File: src/rtl/fmul_pipe_if.sv
// fmul_pipe_if - operand/result handshake bundle for fmul_pipe.
//   Parameters: EXP_W (exponent width), FRAC_W (stored fraction width),
//               TAG_W (sideband tag width).
//   Input side : in_valid/in_ready, a_*/b_* operand fields, in_tag.
//   Output side: out_valid/out_ready, out_sign/out_exp/out_frac, out_tag,
//                out_error/out_overflow/out_underflow.
//   master modport: operand scheduler / result consumer side.
//   slave  modport: the multiplier itself.
`timescale 1ns/1ps
interface fmul_pipe_if #(
  parameter int EXP_W  = 8,
  parameter int FRAC_W = 23,
  parameter int TAG_W  = 4
) ();
  logic              in_valid;
  logic              in_ready;
  logic              a_sign;
  logic              b_sign;
  logic [EXP_W-1:0]  a_exp;
  logic [EXP_W-1:0]  b_exp;
  logic [FRAC_W-1:0] a_frac;
  logic [FRAC_W-1:0] b_frac;
  logic [TAG_W-1:0]  in_tag;
  logic              out_valid;
  logic              out_ready;
  logic              out_sign;
  logic [EXP_W-1:0]  out_exp;
  logic [FRAC_W-1:0] out_frac;
  logic [TAG_W-1:0]  out_tag;
  logic              out_error;
  logic              out_overflow;
  logic              out_underflow;

  modport master (
    output in_valid, a_sign, b_sign, a_exp, b_exp, a_frac, b_frac, in_tag, out_ready,
    input  in_ready, out_valid, out_sign, out_exp, out_frac, out_tag,
           out_error, out_overflow, out_underflow
  );

  modport slave (
    input  in_valid, a_sign, b_sign, a_exp, b_exp, a_frac, b_frac, in_tag, out_ready,
    output in_ready, out_valid, out_sign, out_exp, out_frac, out_tag,
           out_error, out_overflow, out_underflow
  );
endinterface

File: src/rtl/fmul_pipe.sv
// fmul_pipe - three-stage pipelined floating-point multiplier.
//   S1: operand classification, sign, biased exponent sum, tag.
//   S2: raw mantissa product.
//   S3: normalise, round, exception/overflow/underflow select; output regs.
//   All stages advance together when the output register is empty or being
//   drained (advance = ~out_valid | out_ready); in_ready equals advance.
// Ports:
//   clk   - rising-edge clock
//   rst_n - synchronous active-low reset (clears valids and outputs)
//   bus   - fmul_pipe_if.slave operand/result handshake bundle
// Build option:
//   FMUL_RNE_EN defined   -> round-to-nearest-even
//   FMUL_RNE_EN undefined -> truncation (only the top product bits are kept)
`timescale 1ns/1ps
module fmul_pipe #(
  parameter int EXP_W  = 8,
  parameter int FRAC_W = 23,
  parameter int TAG_W  = 4
) (
  input  logic        clk,
  input  logic        rst_n,
  fmul_pipe_if.slave  bus
);
  localparam int PW = 2*FRAC_W + 2;
  localparam int SW = EXP_W + 2;
`ifdef FMUL_RNE_EN
  localparam int KW = PW;
`else
  // truncation needs only the norm bit plus FRAC_W+1 bits below it
  localparam int KW = FRAC_W + 2;
`endif
  localparam logic signed [SW-1:0] BIAS = SW'((1 << (EXP_W-1)) - 1);
  localparam logic signed [SW-1:0] EMAX = SW'((1 << EXP_W) - 1);

  typedef enum logic [1:0] {CLS_NORM, CLS_NAN, CLS_INF, CLS_ZERO} cls_e;

  logic advance, accept;
  assign advance      = ~bus.out_valid | bus.out_ready;
  assign accept       = bus.in_valid & advance;
  assign bus.in_ready = advance;

  // ---------------- S1 ----------------
  logic                 v1_d, v1_q;
  cls_e                 cls1_d, cls1_q;
  logic                 sign1_d, sign1_q;
  logic signed [SW-1:0] exp1_d, exp1_q;
  logic [TAG_W-1:0]     tag1_d, tag1_q;
  logic [FRAC_W-1:0]    afrac1_d, afrac1_q, bfrac1_d, bfrac1_q;
  logic a_zero, a_inf, a_nan, b_zero, b_inf, b_nan;

  always_comb begin
    a_zero   = (bus.a_exp == '0);
    b_zero   = (bus.b_exp == '0);
    a_inf    = (&bus.a_exp) & (bus.a_frac == '0);
    b_inf    = (&bus.b_exp) & (bus.b_frac == '0);
    a_nan    = (&bus.a_exp) & (bus.a_frac != '0);
    b_nan    = (&bus.b_exp) & (bus.b_frac != '0);
    v1_d     = advance ? bus.in_valid : v1_q;
    cls1_d   = cls1_q;
    sign1_d  = sign1_q;
    exp1_d   = exp1_q;
    tag1_d   = tag1_q;
    afrac1_d = afrac1_q;
    bfrac1_d = bfrac1_q;
    if (accept) begin
      if (a_nan | b_nan | (a_inf & b_zero) | (a_zero & b_inf)) cls1_d = CLS_NAN;
      else if (a_inf | b_inf)                                  cls1_d = CLS_INF;
      else if (a_zero | b_zero)                                cls1_d = CLS_ZERO;
      else                                                     cls1_d = CLS_NORM;
      sign1_d  = bus.a_sign ^ bus.b_sign;
      exp1_d   = $signed({2'b00, bus.a_exp}) + $signed({2'b00, bus.b_exp}) - BIAS;
      tag1_d   = bus.in_tag;
      afrac1_d = bus.a_frac;
      bfrac1_d = bus.b_frac;
    end
  end

  // ---------------- S2 ----------------
  logic                 v2_d, v2_q;
  cls_e                 cls2_d, cls2_q;
  logic                 sign2_d, sign2_q;
  logic signed [SW-1:0] exp2_d, exp2_q;
  logic [TAG_W-1:0]     tag2_d, tag2_q;
  logic [PW-1:0]        prod_full;
  logic [KW-1:0]        prod2_d, prod2_q;

  always_comb begin
    prod_full = PW'({1'b1, afrac1_q}) * PW'({1'b1, bfrac1_q});
    v2_d      = advance ? v1_q : v2_q;
    cls2_d    = cls2_q;
    sign2_d   = sign2_q;
    exp2_d    = exp2_q;
    tag2_d    = tag2_q;
    prod2_d   = prod2_q;
    if (advance & v1_q) begin
      cls2_d  = cls1_q;
      sign2_d = sign1_q;
      exp2_d  = exp1_q;
      tag2_d  = tag1_q;
      prod2_d = KW'(prod_full >> (PW - KW));
    end
  end

  // ---------------- S3 ----------------
  logic                 out_valid_d, out_valid_q;
  logic                 out_sign_d, out_sign_q;
  logic [EXP_W-1:0]     out_exp_d, out_exp_q;
  logic [FRAC_W-1:0]    out_frac_d, out_frac_q;
  logic [TAG_W-1:0]     out_tag_d, out_tag_q;
  logic                 out_err_d, out_err_q, out_ovf_d, out_ovf_q, out_unf_d, out_unf_q;
  logic                 norm;
  logic [FRAC_W-1:0]    mant, mant_r;
  logic signed [SW-1:0] e_n, e_r;
`ifdef FMUL_RNE_EN
  logic guard, sticky, round_up, carry;
`endif

  always_comb begin
    norm = prod2_q[KW-1];
    mant = norm ? prod2_q[KW-2 -: FRAC_W] : prod2_q[KW-3 -: FRAC_W];
    e_n  = exp2_q + $signed({{(SW-1){1'b0}}, norm});
`ifdef FMUL_RNE_EN
    guard    = norm ? prod2_q[FRAC_W]           : prod2_q[FRAC_W-1];
    sticky   = norm ? |prod2_q[FRAC_W-1:0]      : |prod2_q[FRAC_W-2:0];
    round_up = guard & (sticky | mant[0]);
    // a carry out leaves mant_r at zero, i.e. mantissa 10.0 -> 1.0 with e+1
    {carry, mant_r} = {1'b0, mant} + {{FRAC_W{1'b0}}, round_up};
    e_r = e_n + $signed({{(SW-1){1'b0}}, carry});
`else
    mant_r = mant;
    e_r    = e_n;
`endif
    out_valid_d = advance ? v2_q : out_valid_q;
    out_sign_d  = out_sign_q;
    out_exp_d   = out_exp_q;
    out_frac_d  = out_frac_q;
    out_tag_d   = out_tag_q;
    out_err_d   = out_err_q;
    out_ovf_d   = out_ovf_q;
    out_unf_d   = out_unf_q;
    if (advance & v2_q) begin
      out_tag_d  = tag2_q;
      out_sign_d = sign2_q;
      out_err_d  = 1'b0;
      out_ovf_d  = 1'b0;
      out_unf_d  = 1'b0;
      out_exp_d  = '0;
      out_frac_d = '0;
      case (cls2_q)
        CLS_NAN: begin
          out_sign_d = 1'b0;
          out_exp_d  = '1;
          out_frac_d = {1'b1, {(FRAC_W-1){1'b0}}};
          out_err_d  = 1'b1;
        end
        CLS_INF:  out_exp_d = '1;
        CLS_ZERO: out_exp_d = '0;
        default: begin
          if (e_r >= EMAX) begin
            out_exp_d = '1;
            out_ovf_d = 1'b1;
          end else if (e_r[SW-1] || (e_r == '0)) begin
            out_unf_d = 1'b1;
          end else begin
            out_exp_d  = e_r[EXP_W-1:0];
            out_frac_d = mant_r;
          end
        end
      endcase
    end
  end

  // valids and outputs are reset; internal datapath stages are not
  always_ff @(posedge clk) begin
    if (!rst_n) begin
      v1_q        <= 1'b0;
      v2_q        <= 1'b0;
      out_valid_q <= 1'b0;
      out_sign_q  <= 1'b0;
      out_exp_q   <= '0;
      out_frac_q  <= '0;
      out_tag_q   <= '0;
      out_err_q   <= 1'b0;
      out_ovf_q   <= 1'b0;
      out_unf_q   <= 1'b0;
    end else begin
      v1_q        <= v1_d;
      v2_q        <= v2_d;
      out_valid_q <= out_valid_d;
      out_sign_q  <= out_sign_d;
      out_exp_q   <= out_exp_d;
      out_frac_q  <= out_frac_d;
      out_tag_q   <= out_tag_d;
      out_err_q   <= out_err_d;
      out_ovf_q   <= out_ovf_d;
      out_unf_q   <= out_unf_d;
    end
  end

  always_ff @(posedge clk) begin
    cls1_q   <= cls1_d;
    sign1_q  <= sign1_d;
    exp1_q   <= exp1_d;
    tag1_q   <= tag1_d;
    afrac1_q <= afrac1_d;
    bfrac1_q <= bfrac1_d;
    cls2_q   <= cls2_d;
    sign2_q  <= sign2_d;
    exp2_q   <= exp2_d;
    tag2_q   <= tag2_d;
    prod2_q  <= prod2_d;
  end

  assign bus.out_valid     = out_valid_q;
  assign bus.out_sign      = out_sign_q;
  assign bus.out_exp       = out_exp_q;
  assign bus.out_frac      = out_frac_q;
  assign bus.out_tag       = out_tag_q;
  assign bus.out_error     = out_err_q;
  assign bus.out_overflow  = out_ovf_q;
  assign bus.out_underflow = out_unf_q;
endmodule

File: src/flat_wrapper.sv
// flat-port wrapper written by rule: the top's interface ports become plain ports
module fmul_pipe_flat 
#(
  parameter int EXP_W  = 8,
  parameter int FRAC_W = 23,
  parameter int TAG_W  = 4
)
  (clk, rst_n, bus_in_valid, bus_a_sign, bus_b_sign, bus_a_exp, bus_b_exp, bus_a_frac, bus_b_frac, bus_in_tag, bus_out_ready, bus_in_ready, bus_out_valid, bus_out_sign, bus_out_exp, bus_out_frac, bus_out_tag, bus_out_error, bus_out_overflow, bus_out_underflow);
  fmul_pipe_if #(.EXP_W(EXP_W), .FRAC_W(FRAC_W), .TAG_W(TAG_W)) bus_i ();
  input  logic clk;
  input  logic rst_n;
  input wire logic [$bits(bus_i.in_valid)-1:0] bus_in_valid;
  input wire logic [$bits(bus_i.a_sign)-1:0] bus_a_sign;
  input wire logic [$bits(bus_i.b_sign)-1:0] bus_b_sign;
  input wire logic [$bits(bus_i.a_exp)-1:0] bus_a_exp;
  input wire logic [$bits(bus_i.b_exp)-1:0] bus_b_exp;
  input wire logic [$bits(bus_i.a_frac)-1:0] bus_a_frac;
  input wire logic [$bits(bus_i.b_frac)-1:0] bus_b_frac;
  input wire logic [$bits(bus_i.in_tag)-1:0] bus_in_tag;
  input wire logic [$bits(bus_i.out_ready)-1:0] bus_out_ready;
  output wire logic [$bits(bus_i.in_ready)-1:0] bus_in_ready;
  output wire logic [$bits(bus_i.out_valid)-1:0] bus_out_valid;
  output wire logic [$bits(bus_i.out_sign)-1:0] bus_out_sign;
  output wire logic [$bits(bus_i.out_exp)-1:0] bus_out_exp;
  output wire logic [$bits(bus_i.out_frac)-1:0] bus_out_frac;
  output wire logic [$bits(bus_i.out_tag)-1:0] bus_out_tag;
  output wire logic [$bits(bus_i.out_error)-1:0] bus_out_error;
  output wire logic [$bits(bus_i.out_overflow)-1:0] bus_out_overflow;
  output wire logic [$bits(bus_i.out_underflow)-1:0] bus_out_underflow;
  assign bus_i.in_valid = bus_in_valid;
  assign bus_i.a_sign = bus_a_sign;
  assign bus_i.b_sign = bus_b_sign;
  assign bus_i.a_exp = bus_a_exp;
  assign bus_i.b_exp = bus_b_exp;
  assign bus_i.a_frac = bus_a_frac;
  assign bus_i.b_frac = bus_b_frac;
  assign bus_i.in_tag = bus_in_tag;
  assign bus_i.out_ready = bus_out_ready;
  assign bus_in_ready = bus_i.in_ready;
  assign bus_out_valid = bus_i.out_valid;
  assign bus_out_sign = bus_i.out_sign;
  assign bus_out_exp = bus_i.out_exp;
  assign bus_out_frac = bus_i.out_frac;
  assign bus_out_tag = bus_i.out_tag;
  assign bus_out_error = bus_i.out_error;
  assign bus_out_overflow = bus_i.out_overflow;
  assign bus_out_underflow = bus_i.out_underflow;
  fmul_pipe #(.EXP_W(EXP_W), .FRAC_W(FRAC_W), .TAG_W(TAG_W)) u_core (.clk(clk), .rst_n(rst_n), .bus(bus_i));
endmodule
File: config.mk
export PLATFORM = sky130hd
export DESIGN_NAME = fmul_pipe_flat
export DESIGN_NICKNAME = d
export VERILOG_FILES = /design/src/rtl/fmul_pipe_if.sv /design/src/rtl/fmul_pipe.sv /design/src/flat_wrapper.sv
export SDC_FILE = /design/constraint.sdc
export NUM_CORES = 2
export LEC_CHECK = 0
export ABC_CLOCK_PERIOD_IN_PS = 21700
export CORE_ASPECT_RATIO = 1.25
export CORE_MARGIN = 1.5
export CORE_UTILIZATION = 45
export DETAILED_ROUTE_END_ITERATION = 16
export GPL_ROUTABILITY_DRIVEN = 0
export SLEW_MARGIN = 20
export SYNTH_ARGS = -nofsm -noshare
export SYNTH_HDL_FRONTEND = slang
export SYNTH_SLANG_ARGS = --single-unit
File: constraint.sdc
create_clock -name clk -period 21.7 [get_ports clk]
set_clock_uncertainty 0.15 [all_clocks]
set_input_delay 2.17 -clock clk [delete_from_list [all_inputs] [get_ports clk]]
set_output_delay 2.17 -clock clk [all_outputs]
set_load 0.02 [all_outputs]
==> results.cfg <==
[status]
status = finished clean

[yosys]
synth.top_cell.area_share_pct = 39.2
synth_most_common_cell = inv_1
synth_cell_types = 71
syn_inst = 2547
netlist_area_um2 = 24600
post-synth-top-area-cell = fa_1
yosys_warnings = 0
syn_nets = 3284
synth_edf_count = 105
synthTopCellsByArea = fa_1 39%, edfxtp_1 13%, ha_1 9.3%, inv_1 9.1%, and2_1 6.2%
synth_top_flop_cell = edfxtp_1
syn_avg_cell_area_um2 = 9.66
yosysSeqAreaShare_pct = 16.2
ys_async_sr_fraction_pct = 0
synth.top_cells.by_count = 594 x inv_1, 482 x fa_1, 309 x nand2_1, 245 x and2_1, 183 x ha_1
ys_ff_latch = 147

[grt]
grt.total_usage_pct = 25.5
grt_start_max_net_pins = 65
grt_pass1_wl_um = 108000
grt_remaining_overflow = 0
grt_pass1_vias = 19357
grt_antenna_before_repair = 0

[cts]
postCtsResizedCells = 0
worst_skew_pair.late_latency_ns = 0.45
post_cts_buffers = 0
holdBufCountCts = 0
cts_root_buf = clkbuf_16
clkSlewWorstSetupHoldPaths_ns = 0.07
h-tree-depth = 4
clock-sinks = 147
clock_path_buffers = 2
tritoncts = done
numCtsBuffers = 17

[placed_design]
pre_cts_ws_ns = 13.70
hpwl_um = 51000
port_buffers = 112

[floorplan]
num_rows = 95
die_area_um2 = 56100
chipWidth_um = 212
core_um2 = 53800
start_util_pct = 45.7
die_h_um = 264
pin_count = 113

[drt]
route.layer.met1.wl_um = 27400
drt-pass1-iter-count = 5
wl_um = 68400
drc = 0
drt_iter0_markers = 1009
wl_per_cell_um = 20.5
highest-signal-layer = met4
via_per_inst = 5.28
vias = 17666
ant_nets = 0
wl_met2_um = 34000
routed-wl-met3_um = 4490

[hold_path]
hold_depth = 0
hold_path_startpoint = u_core.exp1_q[3]
whs_endpoint = u_core.exp2_q[3]
worstHoldPathType = flop to flop

[sta]
tns_ns = 0
fmax_mhz = 123
relSlewSlack_pct = 27.6
min_period_ns = 8.14
hold_viol = 0
finalSetupViolCount = 0
setup_slack_ns = 13.56
drv_slew = 0
finalCritPeriodShare_pct = 37.5
tightestPinTransition_ns = 1.09
rsz0062_at_grt = no

[layout]
drive_gt1_share_pct = 5.43
area_growth_pct = 10.3
diodes = 0
finalNetCount = 3341
fillerInstances = 4971

[setup_path]
required_ns = 21.74
r2r-end = u_core.prod2_q[21]
path_class = flop to flop
cp_data_arrival_time_ns = 8.18
cp-start-kind = flop
end_kind = flop
regToRegStartpoint = u_core.bfrac1_q[0]
rrSetupSlack_ns = 13.56
reg2reg_depth = 22
cp_max_fo = 17

[flow_run]
maxCapViolations = 0
-- worst max path at each step --
stage / startpoint / end / slack, ns / depth (start not counted)
global placement: u_core.bfrac1_q[3] / u_core.prod2_q[21] / 13.72 / 22
CTS: u_core.bfrac1_q[3] / u_core.prod2_q[21] / 13.68 / 22
floorplan: u_core.afrac1_q[13] / u_core.prod2_q[22] / 14.81 / 25
finish: u_core.bfrac1_q[0] / u_core.prod2_q[21] / 13.56 / 22
global route: u_core.bfrac1_q[8] / u_core.prod2_q[22] / 13.40 / 24
detailed placement: u_core.bfrac1_q[0] / u_core.prod2_q[21] / 13.70 / 22
-- cell type report --
cell class | instances | area, um2 | area share (%)
sequential | 147 | 3990 | 14.7
tap | 727 | 910 | 3.35
timing repair buffer | 157 | 1470 | 5.40
clock buffer | 18 | 439 | 1.62
clock inverter | 14 | 195 | 0.719
inverter | 596 | 2240 | 8.24
multi-input combinational | 1685 | 17900 | 65.9
-- cell usage in the layout (no fill, tap or decap), drive strengths merged, types with 23 or more instances in the layout --
| master | synthesis | routed |
|---|---|---|
| xor2 | 23 | 23 |
| nand2 | 309 | 309 |
| nor2 | 66 | 66 |
| inv | 594 | 600 |
| and2 | 245 | 245 |
| fa | 482 | 482 |
| ha | 183 | 183 |
| buf | 7 | 45 |
| o21ai | 27 | 27 |
| a22oi | 23 | 23 |
| nor2b | 27 | 27 |
| edfxtp | 105 | 105 |
| xnor2 | 28 | 28 |
| clkdlybuf4s50 | 0 | 112 |
| dfxtp | 42 | 42 |
| a21oi | 55 | 55 |
| mux2 | 23 | 23 |
-- registers in the layout (all words and copies together) (netlist names), 2 cells and up --
register	flops
u_core.tag2_q	4
u_core.bus.out_exp	8
u_core.cls1_q	2
u_core.exp1_q	10
u_core.afrac1_q	23
u_core.bfrac1_q	23
u_core.exp2_q	10
u_core.tag1_q	4
u_core.cls2_q	2
u_core.bus.out_tag	4
u_core.bus.out_frac	23
u_core.prod2_q	25
-- metrics by stage --
step,hold slack [ns],instances,cell area (um2),utilization [%]
after floorplan,0.250,2547,24600,-
after global placement,0.250,3311,26500,49.2
after detailed placement,0.256,3311,26500,49.2
after global routing,0.272,3344,27100,50.4
after CTS,0.270,3343,27100,50.4
final,0.269,3344,27100,50.4
-- critical path, stage by stage, from the launching register on --
cell      delay, ns
edfxtp_1       0.81
inv_1          0.41
fa_1           0.63
inv_1          0.06
fa_1           0.55
inv_1          0.06
fa_1           0.45
fa_1           0.48
fa_1           0.50
inv_1          0.06
fa_1           0.53
inv_1          0.06
fa_1           0.48
inv_1          0.07
ha_1           0.39
a21o_1         0.22
a211o_1        0.29
o211ai_1       0.10
a21oi_1        0.10
a221oi_1       0.55
o31ai_1        0.38
a221o_1        0.42
xor2_1         0.14
-- cells by family after synthesis --
logic type / Yosys count / synth area share, %
compound gates: 202 / 6.10
fa+ha+maj: 665 / 48.5
buf+inv: 715 / 11.1
simple gates: 743 / 15.1
xor+xnor: 51 / 1.85
flops: 147 / 16.2
mux: 24 / 1.09
-- routing by layer --
layer,up-vias,GRT usage [%]
met4,0,8.90
met3,132,3.52
met5,-,0
met1,9098,32.6
met2,624,44.2
li1,7812,-
Power is left out: the tool's default activity adds up to more than one toggle a clock period on the data nets, which glitch-free logic cannot reach.
